### config.mk
export PLATFORM = sky130hd
export DESIGN_NAME = data_mem_arbiter_flat
export DESIGN_NICKNAME = d
export VERILOG_FILES = /design/src/rtl/data_mem_arbiter_pkg.sv /design/src/rtl/data_mem_arbiter_if.sv /design/src/rtl/data_mem_arbiter_rr_arb2.sv /design/src/rtl/data_mem_arbiter.sv /design/src/flat_wrapper.sv
export SDC_FILE = /design/constraint.sdc
export NUM_CORES = 1
export LEC_CHECK = 0
export BUFFER_PORTS_ARGS = -buffer_cell sky130_fd_sc_hd__buf_4
export CORE_UTILIZATION = 46
export DETAILED_ROUTE_END_ITERATION = 10
export GPL_TIMING_DRIVEN = 1
export PLACE_DENSITY_LB_ADDON = 0.1
export SLEW_MARGIN = 20
export SYNTH_ARGS = -nofsm -noshare
export SYNTH_HDL_FRONTEND = slang
export SYNTH_SLANG_ARGS = --single-unit
### constraint.sdc
create_clock -name clk -period 1.65 [get_ports clk]
set_input_delay 0.165 -clock clk [delete_from_list [all_inputs] [get_ports clk]]
set_output_delay 0.165 -clock clk [all_outputs]
set_load 0.03 [all_outputs]
### src/rtl/data_mem_arbiter_pkg.sv
// Shared types and constants for the data-memory arbiter: sequencer state
// encodings and requester port identifiers.
package data_mem_arbiter_pkg;

   typedef enum logic [1:0] {
      DMA_IDLE   = 2'd0,
      DMA_ACCESS = 2'd1,
      DMA_DONE   = 2'd2
   } dma_state_t;

   localparam logic PORT0 = 1'b0;
   localparam logic PORT1 = 1'b1;

endpackage

### src/rtl/data_mem_arbiter_if.sv
// Bundle of both requester ports plus the single data-memory port.
// The arbiter takes the slave view; requesters and memory sit on the master side.
interface data_mem_arbiter_if #(
   parameter int ADDR_W = 16,
   parameter int DATA_W = 16
);

   logic              req0;
   logic              req1;
   logic [ADDR_W-1:0] addr0;
   logic [ADDR_W-1:0] addr1;
   logic [DATA_W-1:0] wdata0;
   logic [DATA_W-1:0] wdata1;
   logic              we0;
   logic              we1;
   logic              ack0;
   logic              ack1;
   logic              err0;
   logic              err1;
   logic [DATA_W-1:0] rdata;
   logic [ADDR_W-1:0] mem_access_addr;
   logic [DATA_W-1:0] mem_write_data;
   logic              mem_write_en;
   logic              mem_read;
   logic [DATA_W-1:0] mem_read_data;

   modport master (
      output req0, req1, addr0, addr1, wdata0, wdata1, we0, we1, mem_read_data,
      input  ack0, ack1, err0, err1, rdata,
      input  mem_access_addr, mem_write_data, mem_write_en, mem_read
   );

   modport slave (
      input  req0, req1, addr0, addr1, wdata0, wdata1, we0, we1, mem_read_data,
      output ack0, ack1, err0, err1, rdata,
      output mem_access_addr, mem_write_data, mem_write_en, mem_read
   );

endinterface

### src/rtl/data_mem_arbiter_rr_arb2.sv
// Combinational two-way round-robin picker: on a tie, the port that was
// not granted last wins.
module rr_arb2
   import data_mem_arbiter_pkg::*;
(
   input  logic req0,
   input  logic req1,
   input  logic last_gnt,
   output logic gnt_valid,
   output logic gnt_id
);

   always_comb begin
      gnt_valid = req0 | req1;
      gnt_id    = PORT0;
      if (req0 && req1)
         gnt_id = ~last_gnt;
      else if (req1)
         gnt_id = PORT1;
   end

endmodule

### src/rtl/data_mem_arbiter.sv
// Shares the single data-memory port between two requesters; each access is
// a fixed IDLE -> ACCESS -> DONE sequence with round-robin grants.
module data_mem_arbiter
   import data_mem_arbiter_pkg::*;
#(
   parameter int ADDR_W     = 16,
   parameter int DATA_W     = 16,
   parameter int DEPTH_LOG2 = 3
) (
   input logic              clk,
   input logic              reset,
   data_mem_arbiter_if.slave bus
);

   dma_state_t        state;
   dma_state_t        next_state;
   logic              last_gnt;
   logic              gnt_valid;
   logic              gnt_id;
   logic              txn_id;
   logic              txn_we;
   logic [ADDR_W-1:0] txn_addr;
   logic [DATA_W-1:0] txn_wdata;
   logic [DATA_W-1:0] rdata_q;
   logic              in_range;

   rr_arb2 u_rr_arb2 (
      .req0      (bus.req0),
      .req1      (bus.req1),
      .last_gnt  (last_gnt),
      .gnt_valid (gnt_valid),
      .gnt_id    (gnt_id)
   );

   // Any address bit above the implemented depth marks the access as an error.
   assign in_range = (txn_addr[ADDR_W-1:DEPTH_LOG2] == '0);

   always_ff @(posedge clk or posedge reset) begin
      if (reset)
         state <= DMA_IDLE;
      else
         state <= next_state;
   end

   always_comb begin
      next_state = state;
      unique case (state)
         DMA_IDLE:   if (gnt_valid) next_state = DMA_ACCESS;
         DMA_ACCESS: next_state = DMA_DONE;
         DMA_DONE:   next_state = DMA_IDLE;
         default:    next_state = DMA_IDLE;
      endcase
   end

   // last_gnt resets to port 1 so that port 0 wins the first tie.
   always_ff @(posedge clk or posedge reset) begin
      if (reset) begin
         last_gnt  <= PORT1;
         txn_id    <= PORT0;
         txn_we    <= 1'b0;
         txn_addr  <= '0;
         txn_wdata <= '0;
         rdata_q   <= '0;
      end else begin
         if (state == DMA_IDLE && gnt_valid) begin
            txn_id    <= gnt_id;
            txn_addr  <= (gnt_id == PORT1) ? bus.addr1  : bus.addr0;
            txn_wdata <= (gnt_id == PORT1) ? bus.wdata1 : bus.wdata0;
            txn_we    <= (gnt_id == PORT1) ? bus.we1    : bus.we0;
         end
         if (state == DMA_ACCESS) begin
            rdata_q  <= (!txn_we && in_range) ? bus.mem_read_data : '0;
            last_gnt <= txn_id;
         end
      end
   end

   always_comb begin
      bus.mem_access_addr = '0;
      bus.mem_write_data  = '0;
      bus.mem_write_en    = 1'b0;
      bus.mem_read        = 1'b0;
      bus.ack0            = 1'b0;
      bus.ack1            = 1'b0;
      bus.err0            = 1'b0;
      bus.err1            = 1'b0;
      bus.rdata           = '0;
      unique case (state)
         DMA_ACCESS: begin
            bus.mem_access_addr = txn_addr;
            bus.mem_write_data  = txn_wdata;
            bus.mem_write_en    = txn_we & in_range;
            bus.mem_read        = ~txn_we & in_range;
         end
         DMA_DONE: begin
            bus.ack0  = (txn_id == PORT0);
            bus.ack1  = (txn_id == PORT1);
            bus.err0  = (txn_id == PORT0) & ~in_range;
            bus.err1  = (txn_id == PORT1) & ~in_range;
            bus.rdata = rdata_q;
         end
         default: ;
      endcase
   end

endmodule

### src/flat_wrapper.sv
// flat-port wrapper written by rule: the top's interface ports become plain ports
module data_mem_arbiter_flat import data_mem_arbiter_pkg::*;
#(
   parameter int ADDR_W     = 16,
   parameter int DATA_W     = 16,
   parameter int DEPTH_LOG2 = 3
)
  (clk, reset, bus_req0, bus_req1, bus_addr0, bus_addr1, bus_wdata0, bus_wdata1, bus_we0, bus_we1, bus_mem_read_data, bus_ack0, bus_ack1, bus_err0, bus_err1, bus_rdata, bus_mem_access_addr, bus_mem_write_data, bus_mem_write_en, bus_mem_read);
  data_mem_arbiter_if #(.ADDR_W(ADDR_W), .DATA_W(DATA_W)) bus_i ();
  input logic clk;
  input logic reset;
  input wire logic [$bits(bus_i.req0)-1:0] bus_req0;
  input wire logic [$bits(bus_i.req1)-1:0] bus_req1;
  input wire logic [$bits(bus_i.addr0)-1:0] bus_addr0;
  input wire logic [$bits(bus_i.addr1)-1:0] bus_addr1;
  input wire logic [$bits(bus_i.wdata0)-1:0] bus_wdata0;
  input wire logic [$bits(bus_i.wdata1)-1:0] bus_wdata1;
  input wire logic [$bits(bus_i.we0)-1:0] bus_we0;
  input wire logic [$bits(bus_i.we1)-1:0] bus_we1;
  input wire logic [$bits(bus_i.mem_read_data)-1:0] bus_mem_read_data;
  output wire logic [$bits(bus_i.ack0)-1:0] bus_ack0;
  output wire logic [$bits(bus_i.ack1)-1:0] bus_ack1;
  output wire logic [$bits(bus_i.err0)-1:0] bus_err0;
  output wire logic [$bits(bus_i.err1)-1:0] bus_err1;
  output wire logic [$bits(bus_i.rdata)-1:0] bus_rdata;
  output wire logic [$bits(bus_i.mem_access_addr)-1:0] bus_mem_access_addr;
  output wire logic [$bits(bus_i.mem_write_data)-1:0] bus_mem_write_data;
  output wire logic [$bits(bus_i.mem_write_en)-1:0] bus_mem_write_en;
  output wire logic [$bits(bus_i.mem_read)-1:0] bus_mem_read;
  assign bus_i.req0 = bus_req0;
  assign bus_i.req1 = bus_req1;
  assign bus_i.addr0 = bus_addr0;
  assign bus_i.addr1 = bus_addr1;
  assign bus_i.wdata0 = bus_wdata0;
  assign bus_i.wdata1 = bus_wdata1;
  assign bus_i.we0 = bus_we0;
  assign bus_i.we1 = bus_we1;
  assign bus_i.mem_read_data = bus_mem_read_data;
  assign bus_ack0 = bus_i.ack0;
  assign bus_ack1 = bus_i.ack1;
  assign bus_err0 = bus_i.err0;
  assign bus_err1 = bus_i.err1;
  assign bus_rdata = bus_i.rdata;
  assign bus_mem_access_addr = bus_i.mem_access_addr;
  assign bus_mem_write_data = bus_i.mem_write_data;
  assign bus_mem_write_en = bus_i.mem_write_en;
  assign bus_mem_read = bus_i.mem_read;
  data_mem_arbiter #(.ADDR_W(ADDR_W), .DATA_W(DATA_W), .DEPTH_LOG2(DEPTH_LOG2)) u_core (.clk(clk), .reset(reset), .bus(bus_i));
endmodule
==> results_dict.tcl, run 1 <==
set metrics [dict create \
    power.total_mw 6.39 \
    hold_ws_ns 0.0996 \
    drc_errors 0 \
    critPathBufInv 1 \
    synth-seq-cells 53 \
    rows 28 \
    final_util 0.719 \
    worst_pin_slew_ns 0.406 \
    avgSynthCellArea_um2 13.0 \
    drive_gt1_frac 0.651 \
    antenna-diode-count 0 \
    clk_latency_ns 0.30 \
    fillCellCount 448 \
    antenna_found_initial 0 \
    grt_pass1_wl_mm 10.2 \
    end_kind "primary output" \
    ys_top_cells_by_area "dfrtp_1 (45%), mux2_4 (15%), mux2_2 (14%)" \
    crit_required_ns 1.48 \
    hold_viol 0 \
    ios 140 \
    clk_root_buffer_cell "clkbuf_8" \
    cts.clk_slew.worst_paths_ns 0.09 \
    design.core.area_um2 5990 \
    sequentialPowerShare 0.325 \
    die_h_um 81.3 \
    grt_start_max_net_pins 28 \
    final.period_utilization 1.08 \
    skew_ns 0.00739 \
    dp_cells 435 \
    drt-total-wl_mm 6.69 \
    stdcell_count 448 \
    crit_fanout 5 \
    synth_area_um2 2890 \
    synth_cell_types 23 \
    htree_levels 2 \
    portBuffers 139 \
    cts_sinks 53 \
    min_period_ns 1.79 \
    outcome "finished with violations" \
    die_w_um 81.3 \
    synth_top_area_frac 0.450 \
    grt_pass1_vias 2238 \
    crit_path_cell_trace "nor4_2 > and4_4 > and3_4 > buf_6" \
    rsz0062_at_grt "true" \
    gp_congestion 0.726 \
    p_switching_mw 2.48 \
    overflow 0 \
    setup_viol 4 \
    initial_core_util 0.483 \
    crit_slowest_cell "dfrtp_1" \
    critPathKind "flop to primary output" \
    viasPerCell 5.05 \
    final_antenna_net_count 0 \
    switching_share 0.388 \
    leakagePower_nw 2.15 \
    clockPowerShare 0.113 \
    cts_tree "built" \
    drt-initial-drc-count 104 \
    cp_top_family "simple AND/OR/NAND/NOR gates" \
    dp_hpwl_mm 5.09 \
    failed_checks "setup timing" \
    report.final.slew_viol_count 0 \
    fin_ws_ns -0.136 \
    vias 2261 \
    nNetsFinal 459 \
    cap_violations 0 \
    dieArea_um2 6610 \
    wl_per_cell_um 14.9 \
    grt_usage 0.204 \
    ir_worst_vdd_mv 0.795 \
    setup.worst_path.start_class "flop" \
    area.growth.synth_to_final_pct 49.0 \
    yosysTopAreaCell "dfrtp_1" \
    synthesis.instances 223 \
    slowest_delay_ns 0.41 \
    p_comb_frac 0.562 \
    power_density_nw_per_um2 1480 \
    arrival_ns 1.62 \
    fmax_ghz 0.560 \
    slew_headroom 0.729 \
    cts_buffers 5 \
    yosys_warnings 0 \
    drtPass1Iterations 5 \
    cts_max_path_buffers 2 \
    p_int_mw 3.91 \
    ys_seq_area_frac 0.459 \
    syn-num-nets 309 \
    hp-class "input port to flop" \
]
[layout make-up]
cell class              instances  area [um2]  share of cell area
well taps                      75        93.8              0.0218
repair buffers                159        1300               0.302
multi-input cells             151        1490               0.345
clock buffers                   7        86.3              0.0200
inverters                       3        13.8             0.00319
flip-flops and latches         53        1330               0.308
[final timing paths]
kind                                      startpoint              endpoint  slack, ns  cells after the start
max in group asynchronous                      reset    u_core.rdata_q[14]       0.69                      4
worst min-delay path            bus_mem_read_data[4]     u_core.rdata_q[4]        0.1                      2
min in group asynchronous                      reset   u_core.txn_addr[14]       0.40                      3
worst min register to register    u_core.rdata_q[11]    u_core.rdata_q[11]       0.49                      1
worst max-delay path              u_core.txn_addr[5]      bus_mem_write_en      -0.14                      4
worst max register to register       u_core.last_gnt  u_core.txn_wdata[14]       0.11                      4
[metrics by stage]
stage	setup slack (ns)	cell area (um2)	TNS, ns
6_report	-0.136	4310	-0.430
5_1_grt	-0.227	4310	-0.815
4_1_cts	-0.137	4270	-0.439
3_5_place_dp	0.0650	4100	0
3_3_place_gp	0.0883	4100	0
2_1_floorplan	0.102	2900	0
[power by group through the flow]
stage	Combinational [mW]	Clock [mW]	Sequential [mW]
2_1_floorplan	2.32	0	1.98
3_3_place_gp	3.36	0	2.04
3_5_place_dp	3.39	0	2.07
4_1_cts	3.49	0.747	2.06
5_1_grt	3.85	0.808	2.14
6_report	3.59	0.724	2.07
[state kept, by name, summed over array words and instances (netlist names)]
register / count
u_core.txn_we: 1
u_core.rdata_q: 16
u_core.txn_wdata: 16
u_core.state: 2
u_core.last_gnt: 1
u_core.txn_id: 1
u_core.txn_addr: 16
[cell families (layout without fill, tap and decap cells)]
kind of cell,after synthesis,in the layout,synth area share
DFF,53,53,0.459
buffers and inverters,19,169,0.0389
muxes,66,66,0.295
and+or+nand+nor,65,65,0.139
AOI/OAI and AO/OA,20,20,0.0679
[cell usage after synthesis]
cell type and instances:
o21a_1 1, a32o_1 16, buf_6 3, and4_1 1, o21ai_0 2, mux2_2 37, nor2_1 2, dfstp_2 1
buf_4 3, nor3_1 1, nand2b_1 1, nor4_1 2, nor2_4 1, inv_1 3, a21boi_4 1, buf_2 6
nor2b_1 3, nand2_1 2, mux2_4 29, and3_1 1, and2_1 51, clkbuf_1 4, dfrtp_1 52
[timing repair]
item                                   CTS  global route
hold buffers                             1             0
setup buffers                            3             2
gates cloned                             0             2
endpoints found under the hold margin   15             0
resized for setup                       12             9
setup endpoints to repair               36            52
pin swaps                                3             3
[worst reg2reg max path, delay by kind of cell, from the launching register on]
kind / cells / cell delay (ns)
multiplexers: 2 / 0.62
flip-flops: 1 / 0.40
buffers and inverters: 1 / 0.22
AO/OA/AOI/OAI: 1 / 0.20
[placed cells by master, fill, tap and decap left out]
| cell | netlist | layout |
|---|---|---|
| clkbuf_16 | 0 | 1 |
| nand2_1 | 2 | 2 |
| buf_6 | 3 | 8 |
| nor2_1 | 2 | 2 |
| nor4_2 | 0 | 2 |
| clkbuf_1 | 4 | 1 |
| nand2b_4 | 0 | 1 |
| o21a_1 | 1 | 1 |
| inv_4 | 0 | 1 |
| buf_8 | 0 | 1 |
| clkbuf_8 | 0 | 6 |
| a21boi_4 | 1 | 1 |
| inv_2 | 0 | 1 |
| dlygate4sd3_1 | 0 | 1 |
| and3_4 | 0 | 1 |
| mux2_2 | 37 | 37 |
| and2_1 | 51 | 51 |
| buf_12 | 0 | 4 |
| dfrtp_1 | 52 | 52 |
| buf_4 | 3 | 144 |
| inv_1 | 3 | 1 |
| and4_4 | 0 | 1 |
| nor2b_2 | 0 | 3 |
| dfstp_2 | 1 | 1 |
| nor3_1 | 1 | 1 |
| mux2_4 | 29 | 29 |
| o21ai_0 | 2 | 2 |
| a32o_1 | 16 | 16 |
| nor2_4 | 1 | 1 |
[routing by layer]
| metal | part of all wire | GRT usage |
|---|---|---|
| met5 | 0 | 0 |
| met4 | 0.0075 | 0.0536 |
| met3 | 0.067 | 0.0562 |
| met2 | 0.51 | 0.349 |
| met1 | 0.42 | 0.253 |
(Power assumes the default switching activity.)
==> run 2: changes to the inputs <==
- SKIP_LAST_GASP: not set -> 1
==> run 2 against run 1 <==
Net effect:
- the flow still finishes with violations (setup timing)
- die area stayed put
- routed wire length about the same
- combinational power is essentially flat
- sequential share of layout area about the same
- largest power group unchanged
- utilization is 0.063 points lower
- first-iteration DRC count is 1.9% lower
- clock-buffer cell count unchanged
- power decreased by 0.13%
==> results_dict.tcl, run 2 (same netlist as run 1, synthesis figures left out) <==
set metrics [dict create \
    viasPerCell 5.06 \
    min_period_ns 1.79 \
    outcome "finished with violations" \
    rsz0062_at_grt "true" \
    critPathKind "flop to primary output" \
    cts.clk_slew.worst_paths_ns 0.09 \
    hp-class "input port to flop" \
    grt_usage 0.204 \
    dieArea_um2 6610 \
    fin_ws_ns -0.136 \
    vias 2268 \
    cts_tree "built" \
    hold_ws_ns 0.0994 \
    leakagePower_nw 2.14 \
    power.total_mw 6.38 \
    cap_violations 0 \
    arrival_ns 1.62 \
    ios 140 \
    portBuffers 139 \
    cts_max_path_buffers 2 \
    wl_per_cell_um 14.9 \
    setup_viol 4 \
    cts_buffers 5 \
    ir_worst_vdd_mv 0.795 \
    dp_hpwl_mm 5.09 \
    drt-total-wl_mm 6.69 \
    drive_gt1_frac 0.651 \
    grt_pass1_wl_mm 10.2 \
    setup.worst_path.start_class "flop" \
    antenna-diode-count 0 \
    grt_start_max_net_pins 28 \
    final.period_utilization 1.08 \
    grt_pass1_vias 2238 \
    end_kind "primary output" \
    crit_required_ns 1.48 \
    cts_sinks 53 \
    gp_congestion 0.726 \
    top_regs "u_core.rdata_q (16), u_core.txn_addr (16), u_core.txn_wdata (16)" \
    design.core.area_um2 5990 \
    nNetsFinal 459 \
    rows 28 \
    drc_errors 0 \
    hold_viol 0 \
    fmax_ghz 0.560 \
    setup-tns-final_ns -0.429 \
    antenna_found_initial 0 \
    drt-initial-drc-count 102 \
    fillCellCount 448 \
    failed_checks "setup timing" \
    clk_root_buffer_cell "clkbuf_8" \
    skew_ns 0.00748 \
    final_antenna_net_count 0 \
    power_density_nw_per_um2 1480 \
    initial_core_util 0.483 \
    placed_area_um2 4100 \
    area.growth.synth_to_final_pct 48.9 \
    overflow 0 \
    layout_commonest_cell "buf_4" \
    htree_levels 2 \
    die_h_um 81.3 \
    slew_headroom 0.729 \
    die_w_um 81.3 \
    mostFrequentLayoutCells "buf_4 (145), dfrtp_1 (52), and2_1 (51), mux2_2 (37), mux2_4 (29)" \
    final_util 0.719 \
    report.final.slew_viol_count 0 \
    holdPathStages 2 \
    clk_latency_ns 0.30 \
    rr_worst_depth 4 \
    final_cell_area_um2 4310 \
    worst_pin_slew_ns 0.406 \
    drtPass1Iterations 4 \
    crit_fanout 5 \
]
-- run 2: cell counts in the layout (fill, tap and decap cells not counted) --
Identical to the previous run, type by type.
-- run 2: layout make-up --
type	count	area (um2)	share of cell area
repair buffers	159	1300	0.301
flip-flops and latches	53	1330	0.308
clock buffers	7	86.3	0.0201
well taps	75	93.8	0.0218
inverters	3	13.8	0.00320
multi-input cells	151	1490	0.345
-- run 2: path summary, 6_finish.rpt --
check	startpoint	endpoint	slack [ns]
max	u_core.txn_addr[5]	bus_mem_write_en	-0.14
min reg2reg	u_core.rdata_q[11]	u_core.rdata_q[11]	0.49
min in group asynchronous	reset	u_core.txn_addr[14]	0.40
min	bus_mem_read_data[4]	u_core.rdata_q[4]	0.1
max reg2reg	u_core.last_gnt	u_core.txn_wdata[14]	0.11
max in group asynchronous	reset	u_core.rdata_q[14]	0.69
-- run 2: worst max-delay path, cell delays in order (launching register included) --
cell and delay (ns):
dfrtp_1 0.41, nor4_2 0.29, and4_4 0.31, and3_4 0.19
buf_6 0.12
-- run 2: power by group --
group	switching (mW)	internal [mW]	total, mW
Clock	0.390	0.334	0.724
Sequential	0.296	1.78	2.08
Combinational	1.79	1.79	3.58
-- run 2: metal layers --
metal	wire length, um	up-vias	part of all wire	track usage
li1	-	1084	-	-
met1	2790	1096	0.42	0.253
met2	3400	83	0.51	0.349
met3	448	5	0.067	0.0562
met4	50	0	0.0075	0.0536
met5	0	-	0	0
-- run 2: metrics by stage --
| step | cells | worst slack, ns |
|---|---|---|
| after global routing | 448 | -0.227 |
| after floorplan | 223 | 0.102 |
| after CTS | 446 | -0.137 |
| final | 448 | -0.136 |
| after detailed placement | 435 | 0.0650 |
| after global placement | 435 | 0.0883 |
-- run 2: what timing repair did --
| item | in CTS | in global routing |
|---|---|---|
| gates resized for setup | 11 | 9 |
| setup endpoints to repair | 36 | 52 |
| cloned | 0 | 2 |
| endpoints found under the hold margin | 15 | 0 |
| buffers inserted | 3 | 2 |
| hold buffers | 1 | 0 |
| pin swaps | 3 | 2 |
